--- config.mk ---
export PLATFORM = sky130hd
export DESIGN_NAME = aes_round_sequencer_flat
export DESIGN_NICKNAME = d
export VERILOG_FILES = /design/src/rtl/aes_round_sequencer_if.sv /design/src/rtl/aes_round_sequencer.sv /design/src/flat_wrapper.sv
export SDC_FILE = /design/constraint.sdc
export NUM_CORES = 1
export LEC_CHECK = 0
export CORE_AREA = 2 2 356 358
export DETAILED_ROUTE_END_ITERATION = 7
export DIE_AREA = 0 0 358 360
export GPL_TIMING_DRIVEN = 0
export SLEW_MARGIN = 20
export SYNTH_ARGS = -nofsm -noshare
export SYNTH_HDL_FRONTEND = slang
export SYNTH_SLANG_ARGS = --single-unit
export TNS_END_PERCENT = 20
--- constraint.sdc ---
create_clock -name clk -period 36.3 [get_ports clk]
set_input_delay 10.89 -clock clk [delete_from_list [all_inputs] [get_ports clk]]
set_output_delay 10.89 -clock clk [all_outputs]
set_load 0.01 [all_outputs]
--- src/rtl/aes_round_sequencer_if.sv ---
// ---------------------------------------------------------------------------
// aes_round_sequencer_if
//   Bundles every non-clock signal of the iterative AES-128 round sequencer:
//   the job request handshake, the result handshake and the link to the
//   external combinational round datapath.
//
//   master : the environment (requester, consumer and round datapath)
//   slave  : the sequencer itself
//
//   in_valid/in_ready/Plain_Text/Key  job request handshake
//   abort                             synchronous job drop
//   out_valid/out_ready/Cipher_Text   result handshake
//   busy                              sequencer is not idle
//   dp_state/dp_key/dp_round/dp_last  operands presented to the datapath
//   dp_state_next/dp_key_next         datapath results for the current round
// ---------------------------------------------------------------------------
interface aes_round_sequencer_if #(
   parameter int LENGTH = 128,
   parameter int RW     = 4
);
   logic              in_valid;
   logic              in_ready;
   logic [LENGTH-1:0] Plain_Text;
   logic [LENGTH-1:0] Key;
   logic              abort;
   logic              out_valid;
   logic              out_ready;
   logic [LENGTH-1:0] Cipher_Text;
   logic              busy;
   logic [LENGTH-1:0] dp_state;
   logic [LENGTH-1:0] dp_key;
   logic [RW-1:0]     dp_round;
   logic              dp_last;
   logic [LENGTH-1:0] dp_state_next;
   logic [LENGTH-1:0] dp_key_next;

   modport master (
      output in_valid, Plain_Text, Key, abort, out_ready, dp_state_next, dp_key_next,
      input  in_ready, out_valid, Cipher_Text, busy, dp_state, dp_key, dp_round, dp_last
   );

   modport slave (
      input  in_valid, Plain_Text, Key, abort, out_ready, dp_state_next, dp_key_next,
      output in_ready, out_valid, Cipher_Text, busy, dp_state, dp_key, dp_round, dp_last
   );
endinterface

--- src/rtl/aes_round_sequencer.sv ---
// ---------------------------------------------------------------------------
// aes_round_sequencer
//   Iterative AES-128 encryption controller around one shared, external,
//   combinational round datapath (SubBytes, ShiftRows, optional MixColumns,
//   AddRoundKey, KeyExpansion). Owns the state and round-key registers, the
//   round counter, the IDLE/ROUND/DONE FSM and both valid/ready handshakes.
//   One block takes NR+1 cycles from accept to the next possible accept.
//
//   clk  : rising-edge clock
//   rst  : asynchronous, active-high reset
//   bus  : aes_round_sequencer_if slave port (request, result, datapath)
// ---------------------------------------------------------------------------
module aes_round_sequencer #(
   parameter int LENGTH = 128,
   parameter int NR     = 10,
   parameter int RW     = 4
) (
   input logic                 clk,
   input logic                 rst,
   aes_round_sequencer_if.slave bus
);

   typedef enum logic [1:0] {
      IDLE  = 2'd0,
      ROUND = 2'd1,
      DONE  = 2'd2
   } fsm_e;

   localparam logic [3:0] LAST_ROUND = 4'(NR);

   fsm_e              fsm_q, fsm_d;
   logic [3:0]        round_q, round_d;
   logic [LENGTH-1:0] state_q, state_d;
   logic [LENGTH-1:0] key_q, key_d;
   logic [LENGTH-1:0] cipher_q, cipher_d;
   logic              out_valid_q, out_valid_d;

   logic              in_ready;
   logic              busy;
   logic [RW-1:0]     dp_round;
   logic              dp_last;
   logic              last_round;
   logic              accept;

   assign last_round = (round_q == LAST_ROUND);
   assign accept     = bus.in_valid && in_ready;

   // ------------------------------------------------------------------
   // FSM state register
   // ------------------------------------------------------------------
   // NOTE: clocked processes use non-blocking (<=) so every flop samples
   // the pre-edge value of every other flop; blocking here creates
   // simulation races and sim/synthesis mismatches.
   always_ff @(posedge clk or posedge rst) begin
      if (rst) begin
         fsm_q <= IDLE;
      end else begin
         fsm_q <= fsm_d;
      end
   end

   // ------------------------------------------------------------------
   // FSM next-state logic
   // ------------------------------------------------------------------
   // NOTE: every always_comb output gets a default before any branch, so no
   // path leaves it unassigned and no latch is inferred.
   always_comb begin
      fsm_d = fsm_q;
      case (fsm_q)
         IDLE:    if (accept) fsm_d = ROUND;
         ROUND:   if (last_round) fsm_d = DONE;
         // A new job may be accepted in the same cycle the result leaves.
         DONE:    if (bus.out_ready) fsm_d = accept ? ROUND : IDLE;
         default: fsm_d = IDLE;
      endcase
      if (bus.abort) fsm_d = IDLE;
   end

   // ------------------------------------------------------------------
   // FSM outputs
   // ------------------------------------------------------------------
   always_comb begin
      in_ready = !bus.abort && ((fsm_q == IDLE) || ((fsm_q == DONE) && bus.out_ready));
      busy     = (fsm_q != IDLE);
      dp_round = (fsm_q == ROUND) ? RW'(round_q) : '0;
      dp_last  = (fsm_q == ROUND) && last_round;
   end

   // ------------------------------------------------------------------
   // Datapath registers: next values
   // ------------------------------------------------------------------
   always_comb begin
      state_d     = state_q;
      key_d       = key_q;
      cipher_d    = cipher_q;
      round_d     = round_q;
      out_valid_d = out_valid_q;
      if (bus.abort) begin
         // The job is dropped; state, key and last result are left as-is.
         round_d     = '0;
         out_valid_d = 1'b0;
      end else if (accept) begin
         // Round-0 AddRoundKey happens here so the datapath only ever
         // sees full rounds 1..NR.
         state_d     = bus.Plain_Text ^ bus.Key;
         key_d       = bus.Key;
         round_d     = 4'd1;
         out_valid_d = 1'b0;
      end else if (fsm_q == ROUND) begin
         state_d = bus.dp_state_next;
         key_d   = bus.dp_key_next;
         if (last_round) begin
            cipher_d    = bus.dp_state_next;
            out_valid_d = 1'b1;
            round_d     = '0;
         end else begin
            round_d = round_q + 4'd1;
         end
      end else if ((fsm_q == DONE) && bus.out_ready) begin
         out_valid_d = 1'b0;
      end
   end

   // ------------------------------------------------------------------
   // Datapath registers
   // ------------------------------------------------------------------
   // The wide state/key registers are reset too, so no key material from
   // an interrupted job remains visible on dp_state/dp_key after rst.
   always_ff @(posedge clk or posedge rst) begin
      if (rst) begin
         round_q     <= '0;
         state_q     <= '0;
         key_q       <= '0;
         cipher_q    <= '0;
         out_valid_q <= 1'b0;
      end else begin
         round_q     <= round_d;
         state_q     <= state_d;
         key_q       <= key_d;
         cipher_q    <= cipher_d;
         out_valid_q <= out_valid_d;
      end
   end

   assign bus.in_ready    = in_ready;
   assign bus.busy        = busy;
   assign bus.out_valid   = out_valid_q;
   assign bus.Cipher_Text = cipher_q;
   assign bus.dp_state    = state_q;
   assign bus.dp_key      = key_q;
   assign bus.dp_round    = dp_round;
   assign bus.dp_last     = dp_last;

endmodule

--- src/flat_wrapper.sv ---
// flat-port wrapper written by rule: the top's interface ports become plain ports
module aes_round_sequencer_flat 
#(
   parameter int LENGTH = 128,
   parameter int NR     = 10,
   parameter int RW     = 4
)
  (clk, rst, bus_in_valid, bus_Plain_Text, bus_Key, bus_abort, bus_out_ready, bus_dp_state_next, bus_dp_key_next, bus_in_ready, bus_out_valid, bus_Cipher_Text, bus_busy, bus_dp_state, bus_dp_key, bus_dp_round, bus_dp_last);
  aes_round_sequencer_if #(.LENGTH(LENGTH), .RW(RW)) bus_i ();
  input logic clk;
  input logic rst;
  input wire logic [$bits(bus_i.in_valid)-1:0] bus_in_valid;
  input wire logic [$bits(bus_i.Plain_Text)-1:0] bus_Plain_Text;
  input wire logic [$bits(bus_i.Key)-1:0] bus_Key;
  input wire logic [$bits(bus_i.abort)-1:0] bus_abort;
  input wire logic [$bits(bus_i.out_ready)-1:0] bus_out_ready;
  input wire logic [$bits(bus_i.dp_state_next)-1:0] bus_dp_state_next;
  input wire logic [$bits(bus_i.dp_key_next)-1:0] bus_dp_key_next;
  output wire logic [$bits(bus_i.in_ready)-1:0] bus_in_ready;
  output wire logic [$bits(bus_i.out_valid)-1:0] bus_out_valid;
  output wire logic [$bits(bus_i.Cipher_Text)-1:0] bus_Cipher_Text;
  output wire logic [$bits(bus_i.busy)-1:0] bus_busy;
  output wire logic [$bits(bus_i.dp_state)-1:0] bus_dp_state;
  output wire logic [$bits(bus_i.dp_key)-1:0] bus_dp_key;
  output wire logic [$bits(bus_i.dp_round)-1:0] bus_dp_round;
  output wire logic [$bits(bus_i.dp_last)-1:0] bus_dp_last;
  assign bus_i.in_valid = bus_in_valid;
  assign bus_i.Plain_Text = bus_Plain_Text;
  assign bus_i.Key = bus_Key;
  assign bus_i.abort = bus_abort;
  assign bus_i.out_ready = bus_out_ready;
  assign bus_i.dp_state_next = bus_dp_state_next;
  assign bus_i.dp_key_next = bus_dp_key_next;
  assign bus_in_ready = bus_i.in_ready;
  assign bus_out_valid = bus_i.out_valid;
  assign bus_Cipher_Text = bus_i.Cipher_Text;
  assign bus_busy = bus_i.busy;
  assign bus_dp_state = bus_i.dp_state;
  assign bus_dp_key = bus_i.dp_key;
  assign bus_dp_round = bus_i.dp_round;
  assign bus_dp_last = bus_i.dp_last;
  aes_round_sequencer #(.LENGTH(LENGTH), .NR(NR), .RW(RW)) u_core (.clk(clk), .rst(rst), .bus(bus_i));
endmodule
==> flow_summary.ini <==
[synth]
ys_ff_latch = 391
synth_edf_count = 0
ys_async_sr_fraction_pct = 100
yosysTopAreaCellShare_pct = 56.4
syn_area_mm2 = 0.0173
synth.avg_cell_area_um2 = 13.3
synth_fp_nets = 1823
seq_area_frac_synth_pct = 56.4
synth_area_leaders = dfrtp_1 56%, a221o_1 15%, and2_1 9.3%, mux2_2 8.3%, xor2_1 6.5%
yosysWarningCount = 0
synth_cell_types = 33
synthFlopType = dfrtp_1
yosysTopAreaCell = dfrtp_1
netlist_instances = 1304

[timing]
rsz0062_at_grt = no
timing.fmax_mhz = 42.7
finalCriticalPeriod_ps = 23400
finalSetupViolations = 0
worst_slack_ps = 12900
finalHoldViolCount = 0
fin_crit_sh_pct = 64.5
tns_ps = 0
worst_pin_slew_ps = 1010
maxSlewHeadroom_pct = 32.4
fin_worst_skew_ps = 23.4
drv_slew = 0

[setup_path]
timing.rr.start = u_core.fsm_q[1]$_DFFE_PP0P_
arrival_ps = 12510
start_kind = input port
end_kind = output port
r2r_slack_ps = 32940
crit_required_ps = 25410
worstRegToRegCells = 6
crit_type = input port to output port
crit_fanout = 6
slowest_delay_ps = 660
timing.rr.end = u_core.bus.dp_key[83]$_DFFE_PP0P_
path_cells = clkdlybuf4s50_1, nor2_2, and2_1, clkdlybuf4s50_1
crit_top_cell = clkdlybuf4s50_1
cp_slowest_cell = clkdlybuf4s50_1

[placement]
hpwl_mm = 90.0
io_buffer_count = 908
pre_cts_ws_ps = 12860
gp_congestion = 0.915
post_dp_cell_area_mm2 = 0.0286

[clock_network]
insertion_delay_ps = 620
clk_pin_slew_ps = 50
cts_buffers = 50
cts.sinks = 391
cts_tree = built
cts_hold_buf = 0
cts_resized = 0
clockRootBuffer = clkbuf_16
htree_levels = 2
post-cts-setup-buffers = 0
clockBufferDepth = 3

[global_routing]
grtUsageTotal_pct = 16.6
globalRoute.totalOverflow = 0
grt_pass1_vias = 16300
antenna_found_initial = 34
grt_max_degree = 90
grt_pass1_wl_mm = 145

[routing]
vias = 15600
dr.pass1.iters = 5
wl_per_cell_um = 27.9
wirelength_mm = 111
drt_iter0_markers = 1053
ant_nets = 0
avgViaCountPerCell = 3.94
drc_errors = 0

[floorplanning]
start_util_pct = 13.9
die_width_um = 358
pin_count = 909
die_h_um = 360
dieArea_mm2 = 0.129
std_cell_rows = 130
core_mm2 = 0.125

[final_layout]
fin_util_pct = 24.3
syn_to_final_growth_pct = 74.9
nets = 2787
fin_area_mm2 = 0.0303
drive_above_1_share_pct = 12.1

[pwr]
p_leak_nw = 12.6
power_density_mw_per_mm2 = 53.5
irDropWorstVdd_v = 0.0000290
power.total_w = 0.00162

[job]
cap_violations = 0

[hold_path]
hold_depth = 1
hold_start = u_core.bus.Cipher_Text[125]$_DFFE_PP0P_
hp-class = flip-flop to flip-flop
min_to = u_core.bus.Cipher_Text[125]$_DFFE_PP0P_

[outcome]
outcome = finished clean
## stage by stage
stage | hold WS, ps | std cells
after CTS | 507 | 3956
final | 502 | 3963
after detailed placement | 494 | 3866
after global placement | 488 | 3862
after global routing | 511 | 3958
after floorplan | 477 | 1304
## flip-flops by register name, summed over array words and instances (netlist names)
register                cells
u_core.bus.dp_state       128
u_core.bus.Cipher_Text    128
u_core.bus.dp_key         128
u_core.fsm_q                2
u_core.bus.out_valid        1
u_core.round_q              4
## layout by cell type, fill, tap and decap left out, types with 2 or more instances in the layout
master and instances:
clkbuf_8 13, clkinvlp_4 2, buf_6 14, and2_1 258, o21ai_0 2, clkbuf_1 46
buf_1 4, ha_1 2, clkbuf_16 53, diode_2 7, nor2_2 2, clkinv_2 5
nand2_1 2, dfrtp_1 391, clkinv_4 2, nor2_1 4, nand3b_1 2, and3_1 2
xor2_1 128, nand2b_1 2, bufinv_16 3, o22ai_1 2, buf_4 2, buf_16 4
clkdlybuf4s50_1 908, inv_1 4, a221o_1 256, buf_2 45, nand3_1 3, mux2_2 128
a31oi_1 3
## layer usage
layer / GRT usage (%) / share of wire (%)
met1: 21.0 / 42
met2: 27.9 / 48
met3: 4.20 / 7.2
met4: 4.07 / 2.4
met5: 0 / 0.052
## cell usage after synthesis, types with 4 or more instances
| cell | number |
|---|---|
| buf_6 | 14 |
| buf_1 | 5 |
| a221o_1 | 256 |
| dfrtp_1 | 391 |
| mux2_2 | 128 |
| nor2_1 | 4 |
| clkbuf_1 | 36 |
| buf_2 | 44 |
| inv_1 | 5 |
| and2_1 | 258 |
| xor2_1 | 128 |
## cell type report
cell class	count	area, um^2
antenna	7	17.5
buffer	101	549
clock buffer	77	1550
clock inverter	13	156
fill	13300	94600
inverter	5	26.3
multi-input combinational	807	7000
sequential	391	9780
tap	1650	2060
timing repair buffer	912	9200
## cells by family (layout without fill, tap and decap cells)
group                      Yosys count  after routing  share of synthesized area [%]
muxes                              129            129                           8.37
AOI/OAI and AO/OA                  266            266                           15.2
other                                0              7                              0
DFF                                391            391                           56.4
and+or+nand+nor                    281            281                           10.1
xor gates and xnor gates           129            129                           6.51
buffers and inverters              106           1108                           3.26
adders and majority gates            2              2                          0.144
## how the worst max path moves through the flow
stage | start | to | slack [ps] | depth (start not counted)
floorplan | bus_out_ready | bus_in_ready | 14170 | 2
global placement | rst | u_core.bus.Cipher_Text[41]$_DFFE_PP0P_ | 7540 | 2
detailed placement | bus_abort | bus_in_ready | 12860 | 4
CTS | bus_abort | bus_in_ready | 12850 | 4
global route | bus_abort | bus_in_ready | 12790 | 4
finish | bus_abort | bus_in_ready | 12900 | 4
## critical path, delay by kind of cell
| family | cells | cell delay (ps) |
|---|---|---|
| and+or+nand+nor | 2 | 390 |
| buffers and inverters | 2 | 1220 |
## power breakdown
part	switching (W)	total, W	internal (W)
sequential	0.0000616	0.000585	0.000523
clock	0.000213	0.000526	0.000313
combinational	0.000230	0.000512	0.000282
Note: power is estimated with default switching activity, not from simulation.
